--- config.mk ---
export PLATFORM = sky130hd
export DESIGN_NAME = multi_debouncer_flat
export DESIGN_NICKNAME = d
export VERILOG_FILES = /design/src/rtl/multi_debouncer_pkg.sv /design/src/rtl/multi_debouncer_if.sv /design/src/rtl/debounce_channel.sv /design/src/rtl/multi_debouncer.sv /design/src/flat_wrapper.sv
export SDC_FILE = /design/constraint.sdc
export NUM_CORES = 1
export LEC_CHECK = 0
export CAP_MARGIN = 20
export CELL_PAD_IN_SITES_DETAIL_PLACEMENT = 2
export CELL_PAD_IN_SITES_GLOBAL_PLACEMENT = 2
export CORE_AREA = 2 2 72 74
export DETAILED_ROUTE_END_ITERATION = 12
export DIE_AREA = 0 0 74 76
export DONT_BUFFER_PORTS = 1
export GPL_ROUTABILITY_DRIVEN = 0
export HOLD_SLACK_MARGIN = 0.15
export PLACE_DENSITY = 0.78
export SKIP_LAST_GASP = 1
export SYNTH_ARGS = -nofsm -noshare
export SYNTH_HDL_FRONTEND = slang
export SYNTH_SLANG_ARGS = --single-unit
--- constraint.sdc ---
create_clock -name clk -period 1.1 [get_ports clk]
set_input_delay 0.33 -clock clk [delete_from_list [all_inputs] [get_ports clk]]
set_output_delay 0.33 -clock clk [all_outputs]
set_load 0.05 [all_outputs]
--- src/rtl/multi_debouncer_pkg.sv ---
// rtl/multi_debouncer_pkg.sv - shared defaults, channel action type and parameter check
//
// Holds the default channel count, counter width and flip limit shared by the
// display and button-input blocks. Also defines the per-edge action type used
// inside each debounce channel.
package multi_debouncer_pkg;

  localparam int DEF_CHANNELS = 4;
  localparam int DEF_CNT_W    = 4;
  localparam int DEF_LIMIT    = 15;

  // What a channel does on one clock edge. The values are listed from
  // highest to lowest priority.
  typedef enum logic [2:0] {
    ACT_CLEAR   = 3'd0,  // synchronous clear: level and count dropped, no pulse
    ACT_RESTART = 3'd1,  // synced input agrees with level: discard partial count
    ACT_HOLD    = 3'd2,  // disagreeing, but no enable tick this cycle
    ACT_COUNT   = 3'd3,  // disagreeing with enable: one more stable cycle
    ACT_FLIP    = 3'd4   // disagreement lasted LIMIT enabled cycles
  } chan_act_e;

  // LIMIT must fit in the counter without ever wrapping it.
  function automatic bit limit_ok(input int limit, input int cnt_w);
    return (limit >= 1) && (limit <= (2 ** cnt_w) - 1);
  endfunction

endpackage

--- src/rtl/multi_debouncer_if.sv ---
// rtl/multi_debouncer_if.sv - control and data bundle between the debouncer and its user
//
// master: drives sclr, en and the raw inputs din; observes the debounced outputs.
// slave : the debouncer, which receives the controls and produces level/rise/fall.
interface multi_debouncer_if #(
  parameter int CHANNELS = 4
);
  logic                sclr;
  logic                en;
  logic [CHANNELS-1:0] din;
  logic [CHANNELS-1:0] level;
  logic [CHANNELS-1:0] rise;
  logic [CHANNELS-1:0] fall;

  modport master (
    output sclr, en, din,
    input  level, rise, fall
  );

  modport slave (
    input  sclr, en, din,
    output level, rise, fall
  );
endinterface

--- src/rtl/debounce_channel.sv ---
// rtl/debounce_channel.sv - one debounce lane: 2-flop synchroniser, counter, level and pulses
//
// Ports:
//   clk, reset : clock and asynchronous active-high reset
//   sclr       : synchronous clear of count and level (no pulse)
//   en         : count-enable tick
//   din        : raw asynchronous input
//   level      : debounced level (registered)
//   rise, fall : one-cycle pulses aligned with a level change
module debounce_channel
  import multi_debouncer_pkg::*;
#(
  parameter int CNT_W = DEF_CNT_W,
  parameter int LIMIT = DEF_LIMIT
) (
  input  logic clk,
  input  logic reset,
  input  logic sclr,
  input  logic en,
  input  logic din,
  output logic level,
  output logic rise,
  output logic fall
);

  localparam logic [CNT_W-1:0] CNT_LAST = CNT_W'(LIMIT - 1);

  logic             sync1_q, sync1_d;
  logic             sync2_q, sync2_d;
  logic             level_q, level_d;
  logic             rise_q, rise_d;
  logic             fall_q, fall_d;
  logic [CNT_W-1:0] cnt_q, cnt_d;
  chan_act_e        act;

  always_comb begin
    // The synchroniser keeps shifting through sclr and en so that the input
    // history is already valid when counting resumes.
    sync1_d = din;
    sync2_d = sync1_q;

    if (sclr)                    act = ACT_CLEAR;
    else if (sync2_q == level_q) act = ACT_RESTART;
    else if (!en)                act = ACT_HOLD;
    else if (cnt_q == CNT_LAST)  act = ACT_FLIP;
    else                         act = ACT_COUNT;

    cnt_d   = cnt_q;
    level_d = level_q;
    rise_d  = 1'b0;
    fall_d  = 1'b0;

    unique case (act)
      ACT_CLEAR: begin
        cnt_d   = '0;
        level_d = 1'b0;
      end
      ACT_RESTART: cnt_d = '0;
      ACT_HOLD:    cnt_d = cnt_q;
      ACT_COUNT:   cnt_d = cnt_q + 1'b1;
      ACT_FLIP: begin
        cnt_d   = '0;
        level_d = sync2_q;
        rise_d  = sync2_q;
        fall_d  = ~sync2_q;
      end
      default: cnt_d = cnt_q;
    endcase
  end

  always_ff @(posedge clk or posedge reset) begin
    if (reset) begin
      sync1_q <= 1'b0;
      sync2_q <= 1'b0;
      cnt_q   <= '0;
      level_q <= 1'b0;
      rise_q  <= 1'b0;
      fall_q  <= 1'b0;
    end else begin
      sync1_q <= sync1_d;
      sync2_q <= sync2_d;
      cnt_q   <= cnt_d;
      level_q <= level_d;
      rise_q  <= rise_d;
      fall_q  <= fall_d;
    end
  end

  assign level = level_q;
  assign rise  = rise_q;
  assign fall  = fall_q;

endmodule

--- src/rtl/multi_debouncer.sv ---
// rtl/multi_debouncer.sv - parametrised multi-channel debouncer with rise/fall pulses
//
// Ports:
//   clk   : system clock, rising edge
//   reset : asynchronous active-high reset
//   bus   : multi_debouncer_if slave - sclr, en, din in; level, rise, fall out
// Parameters: CHANNELS (>= 1), CNT_W, LIMIT (1 .. 2^CNT_W-1).
module multi_debouncer
  import multi_debouncer_pkg::*;
#(
  parameter int CHANNELS = DEF_CHANNELS,
  parameter int CNT_W    = DEF_CNT_W,
  parameter int LIMIT    = DEF_LIMIT
) (
  input  logic              clk,
  input  logic              reset,
  multi_debouncer_if.slave  bus
);

  if (CHANNELS < 1) begin : g_bad_channels
    $error("multi_debouncer: CHANNELS must be at least 1");
  end

  if (!limit_ok(LIMIT, CNT_W)) begin : g_bad_limit
    $error("multi_debouncer: LIMIT must lie in 1 .. 2**CNT_W-1");
  end

  logic [CHANNELS-1:0] level_w;
  logic [CHANNELS-1:0] rise_w;
  logic [CHANNELS-1:0] fall_w;

  for (genvar i = 0; i < CHANNELS; i++) begin : g_chan
    debounce_channel #(
      .CNT_W (CNT_W),
      .LIMIT (LIMIT)
    ) u_chan (
      .clk   (clk),
      .reset (reset),
      .sclr  (bus.sclr),
      .en    (bus.en),
      .din   (bus.din[i]),
      .level (level_w[i]),
      .rise  (rise_w[i]),
      .fall  (fall_w[i])
    );
  end

  assign bus.level = level_w;
  assign bus.rise  = rise_w;
  assign bus.fall  = fall_w;

endmodule

--- src/flat_wrapper.sv ---
// flat-port wrapper written by rule: the top's interface ports become plain ports
module multi_debouncer_flat import multi_debouncer_pkg::*;
#(
  parameter int CHANNELS = DEF_CHANNELS,
  parameter int CNT_W    = DEF_CNT_W,
  parameter int LIMIT    = DEF_LIMIT
)
  (clk, reset, bus_sclr, bus_en, bus_din, bus_level, bus_rise, bus_fall);
  multi_debouncer_if #(.CHANNELS(CHANNELS)) bus_i ();
  input  logic clk;
  input  logic reset;
  input wire logic [$bits(bus_i.sclr)-1:0] bus_sclr;
  input wire logic [$bits(bus_i.en)-1:0] bus_en;
  input wire logic [$bits(bus_i.din)-1:0] bus_din;
  output wire logic [$bits(bus_i.level)-1:0] bus_level;
  output wire logic [$bits(bus_i.rise)-1:0] bus_rise;
  output wire logic [$bits(bus_i.fall)-1:0] bus_fall;
  assign bus_i.sclr = bus_sclr;
  assign bus_i.en = bus_en;
  assign bus_i.din = bus_din;
  assign bus_level = bus_i.level;
  assign bus_rise = bus_i.rise;
  assign bus_fall = bus_i.fall;
  multi_debouncer #(.CHANNELS(CHANNELS), .CNT_W(CNT_W), .LIMIT(LIMIT)) u_core (.clk(clk), .reset(reset), .bus(bus_i));
endmodule
---- After elaboration in Yosys (flattened, before gate mapping) ----
Cells that the tools add are included.
storage, ports and cells
  bits of input ports ..................... 8
  bits in registers ....................... 36
  logic and storage cells ................. 100
  output and inout bits ................... 12
operators by class
  equality and inequality tests ........... 20
  bitwise gates (word level) .............. 4
  multiplexer cells ....................... 32
  reduce and logical (&&, ||, !) cells .... 16
  add/subtract/negate cells ............... 4
operators with widths
  cell                   number
  $mux W3                16
  $pmux W4 S2            4
  $add A4 B1 Y4 const B  4
  $eq A4 B4 Y1 const B   4
  $reduce_bool A2 Y1     8
  $eq A3 B1 Y1 const B   4
  $eq A3 B2 Y1 const B   4
  $eq A3 B3 Y1 const B   4
  $logic_not A3 Y1       4
  $reduce_or A3 Y1       4
  $mux W1                8
  $pmux W1 S2            4
  $eq A1 B1 Y1           4
  $not A1 Y1             4

---- Logic depth before layout (Yosys ltp) ----
  word-level depth ........................ 8
  depth in mapped cells ................... 5
  gate-level depth less buffers ........... 5

---- By module ----
From an unflattened synthesis, not the netlist that was laid out.
second synthesis, totals
  cells, all modules ...................... 144
  area, all modules ....................... 1596.5 um^2
by module, submodules not included
  module            area an instance (um^2)  cells an instance  seq. area each (um^2)  instances
  debounce_channel  399.1                    36                 225.2                  4

---- Worst setup path after synthesis ----
Ideal clock, no wire load.
  path type ............................... register -> register
  start ................................... register u_core.g_chan[0].u_chan.cnt_q[0]
  end ..................................... register u_core.g_chan[0].u_chan.level_q
  data required time ...................... 0.981 ns
  clock period less this slack ............ 1.181 ns
  arrival time ............................ 1.063 ns
  cell stages (with the launch flop) ...... 6
  path buffers ............................ 0
  library setup time ...................... 0.119 ns
  setup slack ............................. -0.081 ns
  cells stage by stage .................... dfrtp_1 > inv_1 > ha_1 > nand4_1 > mux2i_1 > nor2_1
between the ends
  cells in the longest elaborated chain, start to end .. 7
  elaborated cells between the ends (all ways) .. 9
  those cells by class .................... eq/ne (2); mux (5); reduce/logical (2)
ends and longest elaborated chain
  item                                               RTL line                RTL
  from (decl)                                        debounce_channel.sv:33  logic [CNT_W-1:0] cnt_q, cnt_d;
  from (signal assigned)                             debounce_channel.sv:82  cnt_q <= cnt_d;
  $eq A4 B4 Y1 *                                     debounce_channel.sv:45  else if (cnt_q == CNT_LAST) act = ACT_FLIP;
  $mux W3 *                                          debounce_channel.sv:45
  $mux W3 *                                          debounce_channel.sv:44  else if (!en) act = ACT_HOLD;
  $mux W3 *                                          debounce_channel.sv:43  else if (sync2_q == level_q) act = ACT_RESTART;
  $mux W3 *                                          debounce_channel.sv:42  if (sclr) act = ACT_CLEAR;
  $eq A3 B3 Y1 or $logic_not A3 Y1 (tied branches)   debounce_channel.sv:53  unique case (act)
  $pmux W1 S2 or $reduce_bool A2 Y1 (tied branches)  --
  to (signal assigned)                               debounce_channel.sv:83  level_q <= level_d;
  to (decl)                                          debounce_channel.sv:30  logic level_q, level_d;
Mark *: on every way between the ends. The rest lies on a longest branch, timed or not.
A chain may end at the register's enable or synchronous reset.

---- Worst setup path in the final report ----
  start ................................... register u_core.g_chan[3].u_chan.cnt_q[0]
  end ..................................... register u_core.g_chan[3].u_chan.cnt_q[1]
between the ends
  cells in the longest elaborated chain, start to end .. 8
  elaborated cells between the ends (all ways) .. 13
  those cells by class .................... add/sub (1); eq/ne (4); mux (5); reduce/logical (3)
ends and longest elaborated chain
  item                                               RTL line
  from (decl)                                        debounce_channel.sv:33
  from (signal assigned)                             debounce_channel.sv:82
  $eq A4 B4 Y1                                       debounce_channel.sv:45
  $mux W3                                            debounce_channel.sv:45
  $mux W3                                            debounce_channel.sv:44
  $mux W3                                            debounce_channel.sv:43
  $mux W3                                            debounce_channel.sv:42
  $eq A3 B3 Y1 (tied with other cells)               debounce_channel.sv:53
  $reduce_or A3 Y1 (no line)                         --
  $pmux W4 S2 or $reduce_bool A2 Y1 (tied branches)  --
Several ways; a longest one is shown, not always the timed one.

==> metrics.md <==
| Metric | Value |
|---|---|
| RSZ-0062 raised after global routing | true |
| Detailed Route WL | about 6.8 mm |
| Total Die Area | ~5600 um^2 |
| # fillers | 475 |
| Commonest non-fill, non-tap cell in the layout | dfrtp_1 |
| CTS Hold Bufs | 5 |
| YS warnings | 0 |
| Startpoint Class | register |
| Final max-slew violation count | 0 |
| Share of cells above drive strength 1 | 0.6341 |
| Final-stage net count | 221 |
| Hpwl dp | 3.038 mm |
| Tot GR Track Use | 0.2226 |
| Most frequent cells in the layout | dfrtp_1 (28), buf_6 (27), buf_4 (18), a21oi_2 (13) |
| Global-route wire length before repair | 9.177 mm |
| Post-route ant nets | 0 |
| Clk_skew | 2.164 ps |
| Antenna Cells | 0 |
| Worst-Margin Slew | 358.8 ps |
| DRC violation total after the first TritonRoute iteration | 65 |
| Total number of vias | 1,393 |
| Worst-path clk slew | 80 ps |
| Initial Utilization | 0.3393 |
| Remaining global-route overflow | 0 |
| Clock Latency Late Sink | just under 300 ps |
| Post-DR wirelength/cell | 24.56 um |
| I/O pin count | 20 |
| Pin count of the biggest net entering global routing | 37 |
| Net Count, Synth | roughly 180 |
| Post-Synthesis Cells | approximately 160 |
| Setup ws final | -265.5 ps |
| Pre-CTS setup slack | -273.1 ps |
| TNS Setup | -4331 ps |
| CTS tree | built |
| Worst hold-check path type | input pin to register |
| Die H | 76 um |
| Multi-input gate area | 1027 um^2 |
| # DRC | 0 |
| Port Buffers | 0 |
| Worst-path cell chain | inv_2 -> ha_4 -> buf_6 -> a31oi_2 -> mux2i_1 -> nor2_1 |
| Mapped Area | around 1700 um^2 |
| Seq cells post-synth | 36 |
| Number of global-route vias before repair | approximately 1.6k |
| Max-cap viol count | 0 |
| Sequential-to-total area share from yosys stat | 0.5405 |
| Crit path arrival time | ~1500 ps |
| Failing checks | setup timing |
| Finish-stage setup viols | 40 |
| Critical Path RT | 1270 ps |
| Clock buffer depth | 2 |
| Area Overhead vs Synth | 60.36% |
| Status | finished, violations left |
| Setup CP Type | register to register |
| Crit-path slowest cell | dfrtp_1 |
| Leakage | roughly 1.1 nW |
| Die W | roughly 74 um |
| Crit. End Element | register |
| Fin crit period | 1365 ps |
| Root buf cell | clkbuf_8 |
| Syn_area_per_cell | around 10 um^2 |
| Final Hold Viols | 0 |
| TritonCTS buffer count | 5 |
| VDD IR-drop max | 0.5335 mV |
| Via/cell ratio | 5.065 |
| First drt pass iteration count | 4 |
| Area of the core | approximately 5000 um^2 |
| Distinct cells, synth | 22 |
| # rows | 26 |
| Power Density | 1025 nW/um^2 |
| Max-slew headroom | 0.7608 |
| Initial antenna violation count | 0 |
| Sink Count | 36 |
| Max Freq | around 0.73 GHz |
| Tcrit/Tclk final | 1.241 |
| H-tree level count | 2 |
| Worst-path fanout max | 3 |
| Slowest stage delay, CP | 420 ps |
| Register Area | 910.9 um^2 |
[per-stage QoR]
stage | instance area [um^2] | hold slack (ps) | total power, mW | instances | util
2_1_floorplan | 1678 | 283.4 | 1.483 | 161 | -
3_3_place_gp | 1849 | 254.0 | 1.512 | 241 | 0.3765
3_5_place_dp | 1849 | 260.4 | 1.530 | 241 | 0.3765
4_1_cts | 2327 | 95.31 | 2.619 | 262 | 0.4738
5_1_grt | 2673 | 83.17 | 2.824 | 275 | 0.5441
6_report | 2673 | 90.91 | 2.739 | 275 | 0.5441
[logic make-up (layout without fill, tap and decap cells)]
group                    Yosys count  after routing  share of synthesized area
AO/OA/AOI/OAI                     26             26                    0.08108
XOR/XNOR                           6              6                    0.03153
adder cells (fa/ha/maj)            8              8                    0.06006
buffers and inverters             24             68                    0.08784
flip-flops                        36             36                     0.5405
multiplexers                       6              6                    0.03604
AND/OR/NAND/NOR                   55             55                     0.1629
[sequential cells by signal (all words and copies together) (netlist names)]
signal and flops:
u_core.g_chan.u_chan.level 4, u_core.g_chan.u_chan.fall 4, u_core.g_chan.u_chan.sync2_q 4, u_core.g_chan.u_chan.cnt_q 16, u_core.g_chan.u_chan.sync1_q 4, u_core.g_chan.u_chan.rise 4
[power breakdown]
| group | internal, mW | total, mW | switching [mW] |
|---|---|---|---|
| registers | 1.35 | 1.38 | 0.0317 |
| logic | 0.128 | 0.286 | 0.158 |
| clock network | 0.559 | 1.07 | 0.514 |
| total | 2.03 | 2.74 | 0.704 |
[what timing repair did]
action,CTS,global route
setup buffers,9,13
pin swaps,18,20
resized for setup,67,57
setup endpoints to repair,40,40
endpoints found under the hold margin,44,4
[final cells by class]
type / count / share of cell area
Clock buffer: 7 / 0.03605
Inverter: 10 / 0.01545
Multi-Input combinational cell: 101 / 0.3844
Sequential cell: 36 / 0.3408
Tap cell: 70 / 0.03277
Timing Repair Buffer: 51 / 0.1905
[layer usage]
layer,wire length [um],global-route usage,up-vias
met5,0,0,-
met4,126,0.1218,0
met3,123,0.05820,11
met2,3703,0.3795,20
met1,2799,0.2447,747
li1,-,-,615
[final timing paths]
| path | from | slack (ps) | depth (start not counted) | to |
|---|---|---|---|---|
| setup / recovery | u_core.g_chan[3].u_chan.cnt_q[0]$_DFFE_PP0P_ | -270 | 6 | u_core.g_chan[3].u_chan.cnt_q[1]$_DFFE_PP0P_ |
| hold / removal | bus_sclr | 90 | 1 | u_core.g_chan[3].u_chan.level$_DFFE_PP0P_ |
| setup reg to reg | u_core.g_chan[3].u_chan.cnt_q[0]$_DFFE_PP0P_ | -270 | 6 | u_core.g_chan[3].u_chan.cnt_q[1]$_DFFE_PP0P_ |
| hold reg to reg | u_core.g_chan[3].u_chan.sync1_q$_DFF_PP0_ | 370 | 0 | u_core.g_chan[3].u_chan.sync2_q$_DFF_PP0_ |
| max in group asynchronous | reset | 340 | 3 | u_core.g_chan[1].u_chan.cnt_q[1]$_DFFE_PP0P_ |
| min in group asynchronous | reset | 550 | 3 | u_core.g_chan[3].u_chan.sync1_q$_DFF_PP0_ |
[synthesized netlist by cell type]
library cell | n | area [um^2]
nand2_2 | 2 | 12.51
buf_4 | 13 | 97.59
nand3_1 | 4 | 20.02
nand3b_1 | 2 | 15.01
nor3_1 | 10 | 50.05
dfrtp_1 | 36 | 900.9
nor2b_1 | 1 | 6.260
a21oi_1 | 18 | 90.09
buf_6 | 1 | 11.26
a31oi_1 | 2 | 12.51
a22oi_1 | 1 | 7.510
or2_2 | 1 | 6.260
nor2_1 | 11 | 41.29
inv_1 | 10 | 37.54
o21ai_0 | 5 | 25.02
nand2_1 | 12 | 45.04
xor2_1 | 6 | 52.55
ha_1 | 8 | 100.1
or3_1 | 4 | 25.02
nand4_1 | 4 | 25.02
mux2i_1 | 6 | 60.06
nand2b_1 | 4 | 25.02
[critical path: cells and delay by family (launching register included)]
kind | cells | cell delay [ps]
buffers and inverters | 2 | 210
muxes | 1 | 250
DFF | 1 | 420
AOI/OAI and AO/OA | 1 | 80
and+or+nand+nor | 1 | 120
adders and majority gates | 1 | 140
Power figures use the tool's default switching activity.
